[src/rtl/power_q10.sv]
// power_q10: iterative Q10.10 power unit, base^n (n 0..7) via serial shift-add multiplies with saturation.
module power_q10 #(
  parameter int          W    = 20,
  parameter int          FRAC = 10,
  parameter logic [19:0] ONE  = 20'h00400
) (
  input  logic         clk,
  input  logic         rst_n,
  input  logic         in_valid,
  input  logic [W-1:0] in_data_1,
  input  logic [2:0]   in_data_2,
  output logic         out_valid,
  output logic [W-1:0] out_data,
  output logic         out_overflow
);
  typedef enum logic [1:0] {ST_IDLE, ST_MUL, ST_NORM, ST_OUTPUT} state_t;
  state_t           state_q, state_d;
  logic [W-1:0]     base_q, base_d, acc_q, acc_d;
  logic [2:0]       rem_q, rem_d;
  logic [4:0]       cnt_q, cnt_d;
  logic [2*W-1:0]   part_q, part_d;
  logic             ovf_q, ovf_d;
  always_comb begin
    state_d = state_q;
    base_d  = base_q;
    acc_d   = acc_q;
    rem_d   = rem_q;
    cnt_d   = cnt_q;
    part_d  = part_q;
    ovf_d   = ovf_q;
    case (state_q)
      ST_IDLE: if (in_valid) begin
        base_d  = in_data_1;
        acc_d   = (in_data_2 == 3'd0) ? ONE : in_data_1;
        rem_d   = in_data_2 - 3'd1;
        cnt_d   = '0;
        part_d  = '0;
        ovf_d   = 1'b0;
        state_d = (in_data_2 < 3'd2) ? ST_OUTPUT : ST_MUL;
      end
      ST_MUL: begin
        // multiplier bits come from the base, the running result is the multiplicand
        part_d  = base_q[cnt_q] ? part_q + ({{W{1'b0}}, acc_q} << cnt_q) : part_q;
        cnt_d   = cnt_q + 5'd1;
        state_d = (cnt_q == 5'(W-1)) ? ST_NORM : ST_MUL;
      end
      ST_NORM: if (|part_q[2*W-1:W+FRAC]) begin
        acc_d   = '1;
        ovf_d   = 1'b1;
        state_d = ST_OUTPUT;
      end else begin
        acc_d   = part_q[W+FRAC-1:FRAC];
        rem_d   = rem_q - 3'd1;
        part_d  = '0;
        cnt_d   = '0;
        state_d = (rem_q == 3'd1) ? ST_OUTPUT : ST_MUL;
      end
      default: begin
        ovf_d   = 1'b0;
        state_d = ST_IDLE;
      end
    endcase
  end
  always_ff @(posedge clk) begin
    if (!rst_n) begin
      state_q <= ST_IDLE;
      base_q  <= '0;
      acc_q   <= '0;
      rem_q   <= '0;
      cnt_q   <= '0;
      part_q  <= '0;
      ovf_q   <= 1'b0;
    end else begin
      state_q <= state_d;
      base_q  <= base_d;
      acc_q   <= acc_d;
      rem_q   <= rem_d;
      cnt_q   <= cnt_d;
      part_q  <= part_d;
      ovf_q   <= ovf_d;
    end
  end
  assign out_valid    = (state_q == ST_OUTPUT);
  assign out_data     = out_valid ? acc_q : '0;
  assign out_overflow = out_valid & ovf_q;
endmodule
[config.mk]
export PLATFORM = sky130hd
export DESIGN_NAME = power_q10
export DESIGN_NICKNAME = d
export VERILOG_FILES = /design/src/rtl/power_q10.sv
export SDC_FILE = /design/constraint.sdc
export NUM_CORES = 1
export LEC_CHECK = 0
export BUFFER_PORTS_ARGS = -buffer_cell sky130_fd_sc_hd__buf_4
export CORE_MARGIN = 4
export CORE_UTILIZATION = 40
export CTS_CLUSTER_DIAMETER = 30
export CTS_CLUSTER_SIZE = 40
export DETAILED_ROUTE_END_ITERATION = 12
export PLACE_DENSITY = 0.55
export SLEW_MARGIN = 40
export SYNTH_ARGS = -nofsm -noshare
export SYNTH_HDL_FRONTEND = slang
export SYNTH_SLANG_ARGS = --single-unit
[constraint.sdc]
create_clock -name clk -period 9.7 [get_ports clk]
set_clock_uncertainty 0.2 [all_clocks]
set_input_delay 1.455 -clock clk [delete_from_list [all_inputs] [get_ports clk]]
set_output_delay 1.455 -clock clk [all_outputs]
set_load 0.05 [all_outputs]
# Yosys cells after proc, flatten, opt, wreduce, memory -nomap -nowiden
# Cells that the tools add are included.
dict set report totals {
  ff_bits 91
  out_inout_bits 22
  elab_cells 62
}
dict set report op_classes {
  add_sub_neg 4
  n_lt_le_gt_ge 2
  eq_ne 9
  shifts 1
  n_mux 26
  bitwise 2
  reduce_logical 11
}
# operator count
set ops {}
lappend ops {{$mux W40} 3}
lappend ops {{$pmux W40 S3} 1}
lappend ops {{$mux W20} 4}
lappend ops {{$add A40 B40 Y40} 1}
lappend ops {{$pmux W20 S2} 1}
lappend ops {{$shl A20 B5 Y40} 1}
lappend ops {{$pmux W5 S3} 1}
lappend ops {{$mux W2} 5}
lappend ops {{$mux W5} 2}
lappend ops {{$reduce_or A10 Y1} 1}
lappend ops {{$reduce_and A3 Y1} 3}
lappend ops {{$ne A2 B2 Y1 const B} 4}
lappend ops {{$lt A5 B6 Y1 const B} 1}
lappend ops {{$mux W3} 2}
lappend ops {{$pmux W2 S3} 1}
lappend ops {{$pmux W3 S2} 1}
lappend ops {{$sub A3 B1 Y3 const B} 2}
lappend ops {{$add A5 B1 Y5 const B} 1}
lappend ops {{$bmux W1 S5} 1}
lappend ops {{$eq A5 B5 Y1 const B} 1}
lappend ops {{$eq A2 B2 Y1 const B} 2}
lappend ops {{$reduce_and A2 Y1} 2}
lappend ops {{$reduce_and A4 Y1} 1}
lappend ops {{$eq A3 B1 Y1 const B} 1}
lappend ops {{10 further kinds} 12}

# Logic depth before layout (Yosys ltp)
dict set report depth {
  word_depth 4
  depth_mapped 21
}

# Worst setup path after synthesis
# OpenSTA, ideal clock, no wires.
dict set report synth_path {
  path_type {register -> register}
  start {register cnt_q[1]}
  end {register part_q[24]}
  setup_time_ns 0.070
  arrival_ns 3.865
  required_time_ns 9.430
  slack_ns 5.564
  stages_incl_launch_ff 20
  synth_period_minus_slack_ns 4.136
  path_cell_list {dfxtp_1 -> buf_2 -> buf_2 -> buf_2 -> mux2i_1 -> a21oi_1 -> a21oi_1 -> nand2_1 -> o21ai_0 -> nor2_1 -> ha_1 -> a21oi_1 -> o211ai_1 -> a211oi_1 -> a21bo_4 -> a21o_2 -> a31oi_1 -> xor2_1 -> or3_1 -> a21oi_1}
}
dict set report synth_via {
  elab_chain_cells 4
  word_cells_on_any_way 8
}
# item line
set synth_lines {}
lappend synth_lines {{from (decl)} 20} ;# logic [4:0] cnt_q, cnt_d;
lappend synth_lines {{from (signal assigned)} 78} ;# cnt_q <= cnt_d;
lappend synth_lines {{$shl A20 B5 Y40 / $bmux W1 S5 (equally long branches)} 43} ;# part_d = base_q[cnt_q] ? part_q + ({{W{1'b0}}, acc_q} << cnt_q) : part_q;
lappend synth_lines {{$add A40 B40 Y40 / $mux W1 (equally long branches)} 43}
lappend synth_lines {{$mux W40 / $ne A2 B2 Y1 (equally long branches)} n/a}
lappend synth_lines {{$pmux W40 S3 / $reduce_and A4 Y1 (equally long branches)} n/a}
lappend synth_lines {{to (signal assigned)} 79} ;# part_q <= part_d;
lappend synth_lines {{to (decl)} 21} ;# logic [2*W-1:0] part_q, part_d;
# Several ways; a longest one is shown, not always the timed one. The select of a mux whose other input is x is not followed.
# A chain may end at the register's enable or synchronous reset.

# Worst setup path in the final report
dict set report layout_path {
  start {register cnt_q[2]}
  end {register part_q[39]}
}
# Same word-level chain as after synthesis.

==> results.sh <==
export IMPL_rows=48
export IMPL_syn_avg_cell_area_um2=7.408
export IMPL_synth_top_cell_by_area="dfxtp_1"
export IMPL_cts_resized=0
export IMPL_overflow=0
export IMPL_cts_clk_slew_worst_paths_ns=0.07
export IMPL_start_util_pct=41.40
export IMPL_synth_area_um2=7259
export IMPL_yosysWarnings=0
export IMPL_die_h_um=142.7
export IMPL_drive_gt1_share_pct=11.89
export IMPL_synth_seq_area_share_pct=25.09
export IMPL_synth_area_top_cells="dfxtp_1 (25%), a21oi_1 (8.8%), ha_1 (7.6%), nand2_1 (7.0%), o21ai_0 (5.4%)"
export IMPL_ys_types=72
export IMPL_crit_path_cell_trace="inv_1, a21oi_1, mux2i_1, and2_1, ha_1, a21oi_1, o21ai_0, a221oi_1, o2111ai_1, a21oi_2, o221ai_1, xor2_1, or3_1, o21ai_0"
export IMPL_worstSetupPathType="register to register"
export IMPL_core_area_um2=17540
export IMPL_ff_latch_area_um2=1826
export IMPL_netlist_area_leader_share_pct=25.09
export IMPL_synthArstFlopShare_pct=0
export IMPL_synth_edf_count=0
export IMPL_hpwl_mm=17.62
export IMPL_muxShareOfSynthArea_pct=6.929
export IMPL_synth_xor_area_share_pct=4.585
export IMPL_die_x_um=142.7
export IMPL_cellPowerDensity_nw_per_um2=121.7
export IMPL_dpl_cell_area_um2=7670
export IMPL_rsz0062_at_grt="false"
export IMPL_worstPathRequired_ns=9.78
export IMPL_leakage_nw=3.246
export IMPL_period_minus_slack_ns=5.007
export IMPL_crit_path_start_kind="register"
export IMPL_htree_levels=3
export IMPL_drtAntennaViolNets=0
export IMPL_detail_route_wl_per_cell_um=19.58
export IMPL_ys_flop_type="dfxtp_1"
export IMPL_final_cell_mix="nand2_1 (134), a21oi_1 (128), dfxtp_1 (88)"
export IMPL_grt_max_degree=75
export IMPL_setup_tns_ns=0
export IMPL_synth_compound_area_share_pct=27.92
export IMPL_multi_input_area_um2=5037
export IMPL_num_antenna_cells=0
export IMPL_root_buffer="clkbuf_16"
export IMPL_via_per_inst=5.963
export IMPL_wl_mm=23.67
export IMPL_yosys_register_bits=91
export IMPL_drc=0
export IMPL_synthSimpleGateAreaFrac_pct=21.85
export IMPL_status="completed"
export IMPL_synth_nets=1051
export IMPL_grt_pass1_vias=6610
export IMPL_track_usage_pct=23.42
export IMPL_n_fill_cell=1815
export IMPL_clk_path_buf_depth=2
export IMPL_min_path_type="register to register"
export IMPL_drt_iter0_markers=729
export IMPL_cts_tree="yes"
export IMPL_antenna_found_initial=0
export IMPL_setup_violations=0
export IMPL_num_vias=7209
export IMPL_final_hold_viol_count=0
export IMPL_grt_pass1_wl_mm=37.58
export IMPL_syn_inst=980
export IMPL_fmax_mhz=199.7
export IMPL_postCtsSetupBuffers=0
export IMPL_drtPass1Iterations=5
export IMPL_max_cap_violations=0
export IMPL_critPathSlowestCell="dfxtp_1"
export IMPL_cts_buffers=9
export IMPL_die_area_um2=20370
export IMPL_cts_sinks=91
export IMPL_io_pin_count=48
export IMPL_cp_max_fo=21
export IMPL_slew_headroom_pct=48.71
export IMPL_slowest_delay_ns=0.82
export IMPL_tightest_slew_ns=0.7684
export IMPL_synth_top_family_by_area="compound AO/OA/AOI/OAI gates"
export IMPL_cts_hold_buf=0
export IMPL_synthToLayoutAreaGrowth_pct=9.945
export IMPL_io_buffers=47
export IMPL_endpoint_kind="register"
export IMPL_clock_latency_ns=0.36
export IMPL_design_area_um2=7981
export IMPL_fin_nets=1050
export IMPL_min_period_over_period_pct=51.62
export IMPL_finalMaxSlewViolations=0
export IMPL_final_common_cell="nand2_1"
export IMPL_max_vdd_ir_drop_mv=0.08843
export IMPL_synthAdderAreaFrac_pct=7.859
export IMPL_gp_congestion=0.8902
export IMPL_worst_ep_arrival_time_ns=5.09
cell type report:
cell class	instances	area share [%]
multi-input combinational	794	63.11
sequential	91	22.87
timing repair buffer	59	5.596
tap	225	3.527
clock buffer	10	2.869
inverter	24	1.129
clock inverter	6	0.8936
cell families (layout without fill, tap and decap cells):
kind of cell             Yosys count  after routing
AO/OA/AOI/OAI                    332            332
XOR/XNOR                          38             38
adder cells (fa/ha/maj)           45             45
buffers and inverters             95             99
flip-flops                        91             91
multiplexers                      37             37
AND/OR/NAND/NOR                  342            342
metrics by stage:
step / power [W] / hold slack [ns] / instances / setup WS [ns] / utilization [%]
after global placement: 0.0006108 / 0.2400 / 1193 / 4.804 / 43.71
after detailed placement: 0.0006113 / 0.2436 / 1193 / 4.800 / 43.74
after floorplan: 0.0005534 / 0.2331 / 980 / 5.564 / -
after global routing: 0.001020 / 0.2719 / 1209 / 4.405 / 45.51
after CTS: 0.0009792 / 0.2536 / 1209 / 4.757 / 45.45
final: 0.0009715 / 0.2547 / 1209 / 4.693 / 45.51
path summary, 6_finish.rpt:
check	startpoint	end	slack [ns]	cells after the start
max	cnt_q[2]	part_q[39]	4.69	14
min	base_q[2]	base_q[2]	0.25	2
max reg2reg	cnt_q[2]	part_q[39]	4.69	14
min reg2reg	base_q[2]	base_q[2]	0.25	2
synth_stat cells (12+ instances only):
cell type	instances
nor2_1	72
nor3_1	27
a22oi_1	21
nand2_1	136
inv_1	23
ha_1	44
mux2i_1	21
dfxtp_1	91
xor2_1	16
xnor2_1	22
a21o_1	19
clkbuf_1	50
a21oi_1	128
o22ai_1	12
nand3_1	22
o21ai_0	78
and3_1	32
and2_1	12
sequential cells by signal, indices dropped and copies added (netlist names):
register and cells:
cnt_q 5, acc_q 20, part_q 40, base_q 20, ovf_q 1, rem_q 3, state_q 2
layer usage:
metal | global-route usage, % | part of all wire [%] | vias up
met5 | 0 | 0 | -
met4 | 5.903 | 1.9 | 0
met3 | 3.081 | 4.3 | 26
met2 | 36.42 | 45 | 180
met1 | 34.32 | 49 | 3455
li1 | - | - | 3548
power by group:
part / switching (W) / internal (W)
combinational: 0.000126 / 0.0000708
clock: 0.000163 / 0.000202
sequential: 0.0000201 / 0.000389
critical path, delay by kind of cell (launching register included):
family                     cells  cell delay, ns
muxes                          1            0.17
adders and majority gates      1            0.36
DFF                            1            0.82
buffers and inverters          1            0.59
and+or+nand+nor                2            0.52
xor gates and xnor gates       1            0.17
AOI/OAI and AO/OA              8            2.09
No activity file was read; power rests on OpenSTA's default activity.
